File: src/rtl/tdm_pkg.sv
// rtl/tdm_pkg.sv - shared types and helpers for the tdm mux/demux path
package tdm_pkg;

  typedef enum logic {
    HUNT   = 1'b0,
    LOCKED = 1'b1
  } tdm_state_e;

  // Slot counter width; a one-slot frame still needs one bit to hold slot 0
  function automatic int slot_w(input int n);
    return (n <= 1) ? 1 : $clog2(n);
  endfunction

endpackage

File: src/rtl/tdm_demux_if.sv
// rtl/tdm_demux_if.sv - serial word input and channel register outputs of tdm_demux
interface tdm_demux_if #(
  parameter int N_CH = 4,
  parameter int W    = 8
);

  logic [W-1:0]      din;
  logic              din_valid;
  logic              frame_sync;
  logic [N_CH*W-1:0] dout;
  logic [N_CH-1:0]   ch_valid;
  logic              frame_done;
  logic              locked;
  logic              sync_err;

  // Link receiver side: drives the stream, observes the channel outputs
  modport master (
    output din, din_valid, frame_sync,
    input  dout, ch_valid, frame_done, locked, sync_err
  );

  // Demux side
  modport slave (
    input  din, din_valid, frame_sync,
    output dout, ch_valid, frame_done, locked, sync_err
  );

endinterface

File: src/rtl/tdm_slot_counter.sv
// rtl/tdm_slot_counter.sv - mod-N slot counter with enable, load-to-1 and clear
module tdm_slot_counter
  import tdm_pkg::*;
#(
  parameter int N  = 4,
  parameter int SW = slot_w(N)
) (
  input  logic          clk,
  input  logic          rst_n,
  input  logic          en_i,
  input  logic          load1_i,
  input  logic          clr_i,
  output logic [SW-1:0] slot_o,
  output logic          last_o
);

  localparam logic [SW-1:0] LAST = SW'(N - 1);
  // Slot after slot 0; with a single slot that wraps straight back to 0
  localparam logic [SW-1:0] ONE  = (N == 1) ? '0 : SW'(1);

  logic [SW-1:0] slot_q;

  // Clear wins over load, load wins over advance; wrap at N-1 so any N works
  always_ff @(posedge clk) begin
    if (!rst_n || clr_i) begin
      slot_q <= '0;
    end else if (load1_i) begin
      slot_q <= ONE;
    end else if (en_i) begin
      slot_q <= (slot_q == LAST) ? '0 : slot_q + 1'b1;
    end
  end

  assign slot_o = slot_q;
  assign last_o = (slot_q == LAST);

endmodule

File: src/rtl/tdm_demux.sv
// rtl/tdm_demux.sv - frame-aligned demux of a word-serial stream into channel registers
module tdm_demux
  import tdm_pkg::*;
#(
  parameter int N_CH = 4,
  parameter int W    = 8
) (
  input  logic     clk,
  input  logic     rst_n,
  tdm_demux_if.slave bus
);

  localparam int SW = slot_w(N_CH);

  tdm_state_e        state_q, state_d;
  logic [N_CH*W-1:0] dout_q, dout_d;
  logic [N_CH-1:0]   ch_valid_q, ch_valid_d;
  logic              frame_done_q, frame_done_d;
  logic              sync_err_q, sync_err_d;

  logic [SW-1:0]     slot;
  logic              slot_last;
  logic              cnt_en, cnt_load1, cnt_clr;
  logic              wr;
  logic [SW-1:0]     wr_slot;

  tdm_slot_counter #(.N(N_CH), .SW(SW)) u_slot_counter (
    .clk     (clk),
    .rst_n   (rst_n),
    .en_i    (cnt_en),
    .load1_i (cnt_load1),
    .clr_i   (cnt_clr),
    .slot_o  (slot),
    .last_o  (slot_last)
  );

  // Decide slot routing, alignment errors and counter action for the accepted word
  always_comb begin
    state_d      = state_q;
    dout_d       = dout_q;
    ch_valid_d   = '0;
    frame_done_d = 1'b0;
    sync_err_d   = 1'b0;
    cnt_en       = 1'b0;
    cnt_load1    = 1'b0;
    cnt_clr      = 1'b0;
    wr           = 1'b0;
    wr_slot      = '0;

    if (bus.din_valid) begin
      case (state_q)
        HUNT: begin
          // Acquisition: only a sync word is usable; never counts as a finished frame
          if (bus.frame_sync) begin
            wr        = 1'b1;
            cnt_load1 = 1'b1;
            state_d   = LOCKED;
          end
        end
        LOCKED: begin
          if (bus.frame_sync) begin
            // Sync restarts the frame; early when we expected a non-zero slot
            wr           = 1'b1;
            cnt_load1    = 1'b1;
            sync_err_d   = (slot != '0);
            frame_done_d = slot_last && (slot == '0);
          end else if (slot == '0) begin
            // Slot 0 must carry sync; alignment lost, drop word and re-hunt
            sync_err_d = 1'b1;
            cnt_clr    = 1'b1;
            state_d    = HUNT;
          end else begin
            wr           = 1'b1;
            wr_slot      = slot;
            cnt_en       = 1'b1;
            frame_done_d = slot_last;
          end
        end
        default: state_d = HUNT;
      endcase
    end

    if (wr) begin
      dout_d[int'(wr_slot)*W +: W] = bus.din;
      ch_valid_d[wr_slot]          = 1'b1;
    end
  end

  // Register FSM state and every output; reset discards any partial frame
  always_ff @(posedge clk) begin
    if (!rst_n) begin
      state_q      <= HUNT;
      dout_q       <= '0;
      ch_valid_q   <= '0;
      frame_done_q <= 1'b0;
      sync_err_q   <= 1'b0;
    end else begin
      state_q      <= state_d;
      dout_q       <= dout_d;
      ch_valid_q   <= ch_valid_d;
      frame_done_q <= frame_done_d;
      sync_err_q   <= sync_err_d;
    end
  end

  assign bus.dout       = dout_q;
  assign bus.ch_valid   = ch_valid_q;
  assign bus.frame_done = frame_done_q;
  assign bus.sync_err   = sync_err_q;
  assign bus.locked     = (state_q == LOCKED);

endmodule

File: src/flat_wrapper.sv
// flat-port wrapper written by rule: the top's interface ports become plain ports
module tdm_demux_flat import tdm_pkg::*;
#(
  parameter int N_CH = 4,
  parameter int W    = 8
)
  (clk, rst_n, bus_din, bus_din_valid, bus_frame_sync, bus_dout, bus_ch_valid, bus_frame_done, bus_locked, bus_sync_err);
  tdm_demux_if #(.N_CH(N_CH), .W(W)) bus_i ();
  input  logic clk;
  input  logic rst_n;
  input wire logic [$bits(bus_i.din)-1:0] bus_din;
  input wire logic [$bits(bus_i.din_valid)-1:0] bus_din_valid;
  input wire logic [$bits(bus_i.frame_sync)-1:0] bus_frame_sync;
  output wire logic [$bits(bus_i.dout)-1:0] bus_dout;
  output wire logic [$bits(bus_i.ch_valid)-1:0] bus_ch_valid;
  output wire logic [$bits(bus_i.frame_done)-1:0] bus_frame_done;
  output wire logic [$bits(bus_i.locked)-1:0] bus_locked;
  output wire logic [$bits(bus_i.sync_err)-1:0] bus_sync_err;
  assign bus_i.din = bus_din;
  assign bus_i.din_valid = bus_din_valid;
  assign bus_i.frame_sync = bus_frame_sync;
  assign bus_dout = bus_i.dout;
  assign bus_ch_valid = bus_i.ch_valid;
  assign bus_frame_done = bus_i.frame_done;
  assign bus_locked = bus_i.locked;
  assign bus_sync_err = bus_i.sync_err;
  tdm_demux #(.N_CH(N_CH), .W(W)) u_core (.clk(clk), .rst_n(rst_n), .bus(bus_i));
endmodule
File: config.mk
export PLATFORM = sky130hd
export DESIGN_NAME = tdm_demux_flat
export DESIGN_NICKNAME = d
export VERILOG_FILES = /design/src/rtl/tdm_pkg.sv /design/src/rtl/tdm_demux_if.sv /design/src/rtl/tdm_slot_counter.sv /design/src/rtl/tdm_demux.sv /design/src/flat_wrapper.sv
export SDC_FILE = /design/constraint.sdc
export NUM_CORES = 1
export LEC_CHECK = 0
export CAP_MARGIN = 20
export CORE_MARGIN = 4
export CORE_UTILIZATION = 30
export DETAILED_ROUTE_END_ITERATION = 16
export HOLD_SLACK_MARGIN = 0.02
export PLACE_DENSITY = 0.55
export SLEW_MARGIN = 20
export SYNTH_ARGS = -nofsm -noshare
export SYNTH_HDL_FRONTEND = slang
export SYNTH_SLANG_ARGS = --single-unit
File: constraint.sdc
create_clock -name clk -period 5.2 [get_ports clk]
set_input_delay 1.04 -clock clk [delete_from_list [all_inputs] [get_ports clk]]
set_output_delay 1.04 -clock clk [all_outputs]
set_load 0.05 [all_outputs]
* Word-level counts from Yosys, hierarchy flattened
Cells that the tools add are included.
** Word-level totals
- Register bits after elaboration :: 41
- Input bits :: 12
- Output and inout bits :: 39
** Cells by class
- Reduce and logical (&&, ||, !) cells :: 10
- Shifts and indexed selects :: 2
- $add $sub $neg :: 2
- Bitwise operators :: 1
- Multiplexer cells :: 26
- Eq/ne operators :: 1
- Magnitude comparators :: 2
** Operator list (number)
- $neg A5 Y33 :: 1
- $shift A8 B33 Y32 const A :: 1
- $shiftx A8 B33 Y32 :: 1
- $bwmux W32 :: 1
- $mux W1 :: 18
- $mux W2 :: 5
- $reduce_bool A2 Y1 :: 2
- $lt A2 B3 Y1 const B :: 1
- $reduce_and A3 Y1 :: 1
- $add A2 B1 Y2 const B :: 1
- $demux W1 S2 :: 1
- $eq A2 B2 Y1 const B :: 1
- $ge A2 B1 Y1 const B :: 1
- $logic_and A1 B1 Y1 :: 2
- $logic_not A2 Y1 :: 1
- $pmux W1 S2 :: 1
- $reduce_and A2 Y1 :: 1
- $reduce_or A2 Y1 :: 1
- $logic_not A1 Y1 :: 1
- $logic_or A1 B1 Y1 :: 1
- $not A1 Y1 :: 1

* Logic depth before layout (Yosys ltp)
- Depth in word-level cells :: 9
- Gate-level depth with buffers :: 12

* Cells and area by module
A second synthesis with hierarchy kept.
** Unflattened totals
- Cell total of the unflattened synthesis :: 205
- Area total of the unflattened synthesis :: 1974.4 um^2
** By module, submodules not included
- tdm_demux :: sequential area each 780.7 um^2, cells an instance 195, area an instance 1875.5 um^2, times used 1
- tdm_slot_counter :: sequential area each 40.0 um^2, cells an instance 10, area an instance 98.8 um^2, times used 1

* Least setup slack after synthesis
No wires, ideal clock.
- Kind :: in2reg
- From :: in bus_frame_sync
- To :: reg u_core.ch_valid_q[0] (netlist: u_core.bus.ch_valid[0])
- Arrival :: 2.919 ns
- Setup slack :: 2.166 ns
- Path buffers :: 4
- Setup time :: 0.115 ns
- Data required time :: 5.085 ns
- Cell stages on the path :: 11
- Cells stage by stage :: buf_4 -> and3b_1 -> buf_6 -> nor3b_2 -> inv_1 -> ha_1 -> and2_1 -> clkbuf_1 -> o21a_1 -> buf_4 -> and2_1
** Between the ends
- Word-level cells in the longest chain between the ends :: 7
- Elaborated cells between the ends (all ways) :: 13
- Those cells by class :: order compare: 2; mux: 9; reduce/logical: 2
** Ends and longest elaborated chain
- from (decl) :: line flat_wrapper.sv:13 : input wire logic [$bits(bus_i.frame_sync)-1:0] bus_frame_sync;
- $mux W2 :: line tdm_demux.sv:61 : if (bus.frame_sync) begin
- $mux W2 :: line tdm_demux.sv:51 : case (state_q)
- $mux W2 :: line tdm_demux.sv:50 : if (bus.din_valid) begin
- $lt A2 B3 Y1 (implied by the code) or $ge A2 B1 Y1 (tied branches) :: line tdm_demux.sv:85 : ch_valid_d[wr_slot] = 1'b1;
- $logic_and A1 B1 Y1 (implied by the code) :: line tdm_demux.sv:85
- $mux W1 (implied by the code) :: line tdm_demux.sv:85
- $demux W1 S2
- to (signal assigned) :: line tdm_demux.sv:100 : ch_valid_q <= ch_valid_d;
- to (decl) :: line tdm_demux.sv:17 : logic [N_CH-1:0] ch_valid_q, ch_valid_d;
Parallel ways exist; a longest one is shown, timed or not.
A chain may end at the register's enable or synchronous reset.

* Final worst setup path
- From :: in bus_din_valid
- To :: reg u_core.dout_q[24] (netlist: u_core.bus.dout[24])
** Between the ends
- Word-level cells in the longest chain between the ends :: 4
- Elaborated cells between the ends (all ways) :: 6
- Those cells by class :: add/sub: 1; shift: 2; mux: 3
** Ends and longest elaborated chain
- from (decl) :: line flat_wrapper.sv:12 : input wire logic [$bits(bus_i.din_valid)-1:0] bus_din_valid;
- $mux W2 :: line tdm_demux.sv:50
- $neg A5 Y33 :: line tdm_demux.sv:84 : dout_d[int'(wr_slot)*W +: W] = bus.din;
- $shiftx A8 B33 Y32 or $shift A8 B33 Y32 (tied branches) :: line tdm_demux.sv:84
- $bwmux W32 :: line tdm_demux.sv:84
- to (signal assigned) :: line tdm_demux.sv:99 : dout_q <= dout_d;
- to (decl) :: line tdm_demux.sv:16 : logic [N_CH*W-1:0] dout_q, dout_d;
Parallel ways exist; a longest one is shown, timed or not.

==> impl.org <==
** Run status
- The run finished with clean final reports.

** STA
- The final number of hold-violating endpoints was 0.
- Count of pins over their slew limit :: 0
- Setup violations remaining at the end of the flow were counted as 0.
- Setup repair after global routing left no endpoint under its margin.
- At the pin with the least slew margin, the transition time is about 0.65 ns.
- Max_slew headroom :: between 50 and 60%
- Maximum clock skew at final layout :: approximately 0.0094 ns
- The worst path in the final design needs a cycle of about 3.9 ns, including I/O delays and setup.
- Setup total negative slack on the finished layout was measured at 0 ns.
- Highest achievable clock rate :: ~0.26 GHz
- Final clock period utilization by the worst path :: 74.5%

** Logic synthesis
- Mapped cell area :: a little over 2000 µm²
- Number of warnings issued by yosys :: 0
- In this run the mean area of a mapped cell was slightly above 9 µm².
- Of the post-synthesis cell area, the part taken by muxes is between 8 and 9%.
- The synthesized design contains between 40 and 50 register bits.
- Fraction of the mapped netlist area in compound gates :: between 15 and 20%
- Among all flip-flop cells after synthesis, the most frequent one is sky130_fd_sc_hd__dfxtp_1.
- Leading cell type by number of instances after synthesis :: sky130_fd_sc_hd__dfxtp_1
- Main combinational cell family by area after synthesis :: simple AND/OR/NAND/NOR gates
- Summing the areas of all xor and xnor instances in the mapped netlist gives 0% of the synthesized area.
- After synthesis, the share of flip-flops with an asynchronous set or reset is 0%.
- Largest cells by area after synthesis :: sky130_fd_sc_hd__dfxtp_1, sky130_fd_sc_hd__mux2i_1, sky130_fd_sc_hd__ha_1, sky130_fd_sc_hd__nand2_1, sky130_fd_sc_hd__o211ai_1
- The cell count after synthesis came out at between 200 and 250.
- Distinct cell type count after synthesis :: 30
- Area leader, netlist :: sky130_fd_sc_hd__dfxtp_1
- Summing the areas of all fa, ha and maj instances in the mapped netlist gives between 7 and 8% of the synthesized area.
- Yosys mapped a number of flops with a built-in enable equal to 0.
- Syn Nets :: 243
- Commonest cells in the netlist :: sky130_fd_sc_hd__dfxtp_1, sky130_fd_sc_hd__nand2_1, sky130_fd_sc_hd__mux2i_1
- Simple-Gate Fraction of Synth Area :: about a fifth
- The synthesized design devotes to its leading area cell type about two fifths of total area.
- Summing the sequential cell areas from Yosys gives approximately 40% of the chip area.

** Global routing
- The via count of the first global-routing pass came to 1,683.
- Global route overflow :: 0
- The first global-routing pass estimated between 8000 and 9000 µm of wire.
- Entering global routing, the biggest net connects 31 pins.
- Overall track demand over capacity in global routing :: about 13%
- The number of antenna violations at the first check in global routing is 0.

** Final layout
- Cells fill about 41% of the core in the end.
- After the last flow step, the layout net total stands at between 200 and 300.
- The area growth from synthesis to layout is 31.0%.
- Of the cells placed in the final design, the portion with a size suffix greater than 1 is around 5.7%.
- Fill cell instance count of the final layout :: approximately 700
- Number of cells in the finished layout apart from fillers :: 338
- Diodes inserted :: 0

** Routing
- In the routed layout, each cell is associated on average with a via count of between 5 and 6.
- Routed wl met2 :: around 2400 µm
- The count of nets left with antenna violations once routing finished came out at 0.
- After detailed routing, the number of remaining DRC violations is 0.
- Total routed wirelength :: approximately 5200 µm
- Initial drt markers :: 95
- Met3 wire length :: just under 200 µm
- Final routed wire length divided by cell count :: roughly 15 µm
- Across all layers, the routed design uses about 1,700 vias.
- Number of detailed-route iterations in the first pass :: 4
- After detailed routing, the wire length on met1 is around 2600 µm.
- Highest signal layer in the routed design :: met4

** Die
- Die ar. :: 8170 µm²
- Top-level port count :: 51
- The initialized floorplan defines 29 standard-cell rows.
- DIE HEIGHT :: roughly 90 µm
- From left edge to right edge, the die measures between 90 and 100 µm.
- Effective utilization at floorplan :: 31.5%
- The total area inside the core boundary comes to 6460 µm².

** Placed design
- In this run, placement finished with an instance count of 330.
- DP HPWL :: around 3700 µm
- Routability-driven placement finished with a final weighted congestion of slightly above 0.7.
- Count of input and output buffers :: 50

** Worst setup path
- Worst path arrival time :: between 4 and 5 ns
- Data on the critical path is required at its endpoint by ~5.4 ns.
- STA classifies the critical path endpoint as a flip-flop.
- The critical path is of the in2reg type.
- Along the worst path, the maximum fanout reaches 20.
- The worst setup path is launched from an input pin.

** Power and ir drop
- Summed over all cells, the static leakage comes to approximately 1.0 nW.
- IR analysis of the VDD net gives a maximum drop of roughly 0.11 mV.
- Power spread over the standard cell area amounts to between 200 and 300 nW/µm².

** Clocking
- The number of gates resized after CTS was 0.
- Post-CTS Setup Bufs :: 0
- The clock net in this run drives a total of 41 sinks.
- In this run the clock root is driven by a sky130_fd_sc_hd__clkbuf_8.
- Maximum buffer depth of the clock tree :: 2
- Clk slew on worst S/H paths :: ~0.080 ns
- Number of buffers inserted for hold repair after clock tree synthesis :: 0
- Buffers inserted during clock tree synthesis total 5.
- TritonCTS built the clock tree.
- Worst-Skew Late Latency :: ~0.30 ns
- H-tree levels :: 2

** Job
- Max Cap Violations :: 0

** Hold path
- Kind of path behind the tightest hold check :: reg2reg
==> cells by family after synthesis <==
logic type               Yosys count
AND/OR/NAND/NOR                   81
AO/OA/AOI/OAI                     42
flip-flops                        41
buffers and inverters             26
multiplexers                      17
adder cells (fa/ha/maj)           12
==> flip-flops by register name (all words and copies together) (netlist names) <==
signal and cells:
u_core.bus.dout 32, u_core.bus.frame_done 1, u_core.bus.ch_valid 4, u_core.u_slot_counter.slot_o 2, u_core.bus.locked 1, u_core.bus.sync_err 1
==> layout make-up <==
cell class	count	area [µm²]	share of cell area (%)
Multi-Input combinational cell	152	1070	40.0
Clock buffer	5	68.8	2.58
Tap cell	77	96.3	3.61
Sequential cell	41	821	30.8
Timing Repair Buffer	53	523	19.6
Inverter	7	26.3	0.985
Clock inverter	3	65.1	2.44
==> critical path: stages <==
cell and delay (ns):
sky130_fd_sc_hd__clkdlybuf4s50_1 0.75, sky130_fd_sc_hd__and3b_1 0.65, sky130_fd_sc_hd__nor3b_2 0.45, sky130_fd_sc_hd__inv_1 0.16, sky130_fd_sc_hd__ha_1 0.27, sky130_fd_sc_hd__nor2b_1 0.44
sky130_fd_sc_hd__nand4_1 0.15, sky130_fd_sc_hd__mux2i_1 0.18
==> cell usage in the layout, fill, tap and decap left out, types with 2 or more instances in the layout <==
cell and instances:
sky130_fd_sc_hd__clkbuf_8 5, sky130_fd_sc_hd__nor2_1 3, sky130_fd_sc_hd__and2_1 11, sky130_fd_sc_hd__nand4_1 16, sky130_fd_sc_hd__inv_1 7, sky130_fd_sc_hd__dfxtp_1 41
sky130_fd_sc_hd__o211ai_1 16, sky130_fd_sc_hd__o22ai_1 16, sky130_fd_sc_hd__bufinv_16 2, sky130_fd_sc_hd__nor2b_1 3, sky130_fd_sc_hd__nand3_1 3, sky130_fd_sc_hd__o211ai_4 2
sky130_fd_sc_hd__ha_1 12, sky130_fd_sc_hd__clkdlybuf4s50_1 50, sky130_fd_sc_hd__mux2i_1 17, sky130_fd_sc_hd__nand2_1 36, sky130_fd_sc_hd__o21a_1 4, sky130_fd_sc_hd__and3_1 3
sky130_fd_sc_hd__buf_4 3
==> power breakdown <==
part | internal, mW | switching [mW]
logic | 0.0236 | 0.0436
registers | 0.318 | 0.00322
clock network | 0.191 | 0.113
==> worst paths after layout <==
check                                   startpoint                               end  slack [ns]  depth (start not counted)
setup / recovery                     bus_din_valid  u_core.bus.dout[24]$_SDFFE_PN0P_        1.33                          8
hold / removal    u_core.bus.dout[11]$_SDFFE_PN0P_  u_core.bus.dout[11]$_SDFFE_PN0P_        0.46                          2
setup reg to reg    u_core.bus.locked$_SDFFE_PN0P_  u_core.bus.dout[24]$_SDFFE_PN0P_        2.41                          7
hold reg to reg   u_core.bus.dout[11]$_SDFFE_PN0P_  u_core.bus.dout[11]$_SDFFE_PN0P_        0.46                          2
==> metal layers <==
layer	up-vias	track usage, %
li1	863	-
met1	802	17.7
met2	40	19.7
met3	7	3.00
met4	0	4.21
met5	-	0
==> through the flow <==
step	power, mW	setup WS [ns]	hold slack, ns	cell area [µm²]
detailed placement	0.396	1.01	0.453	2530
CTS	0.700	1.33	0.469	2670
finish	0.693	1.33	0.461	2670
floorplan	0.374	2.17	0.483	2040
global route	0.724	1.08	0.482	2670
global placement	0.396	1.15	0.446	2530
(Power assumes the default switching activity.)
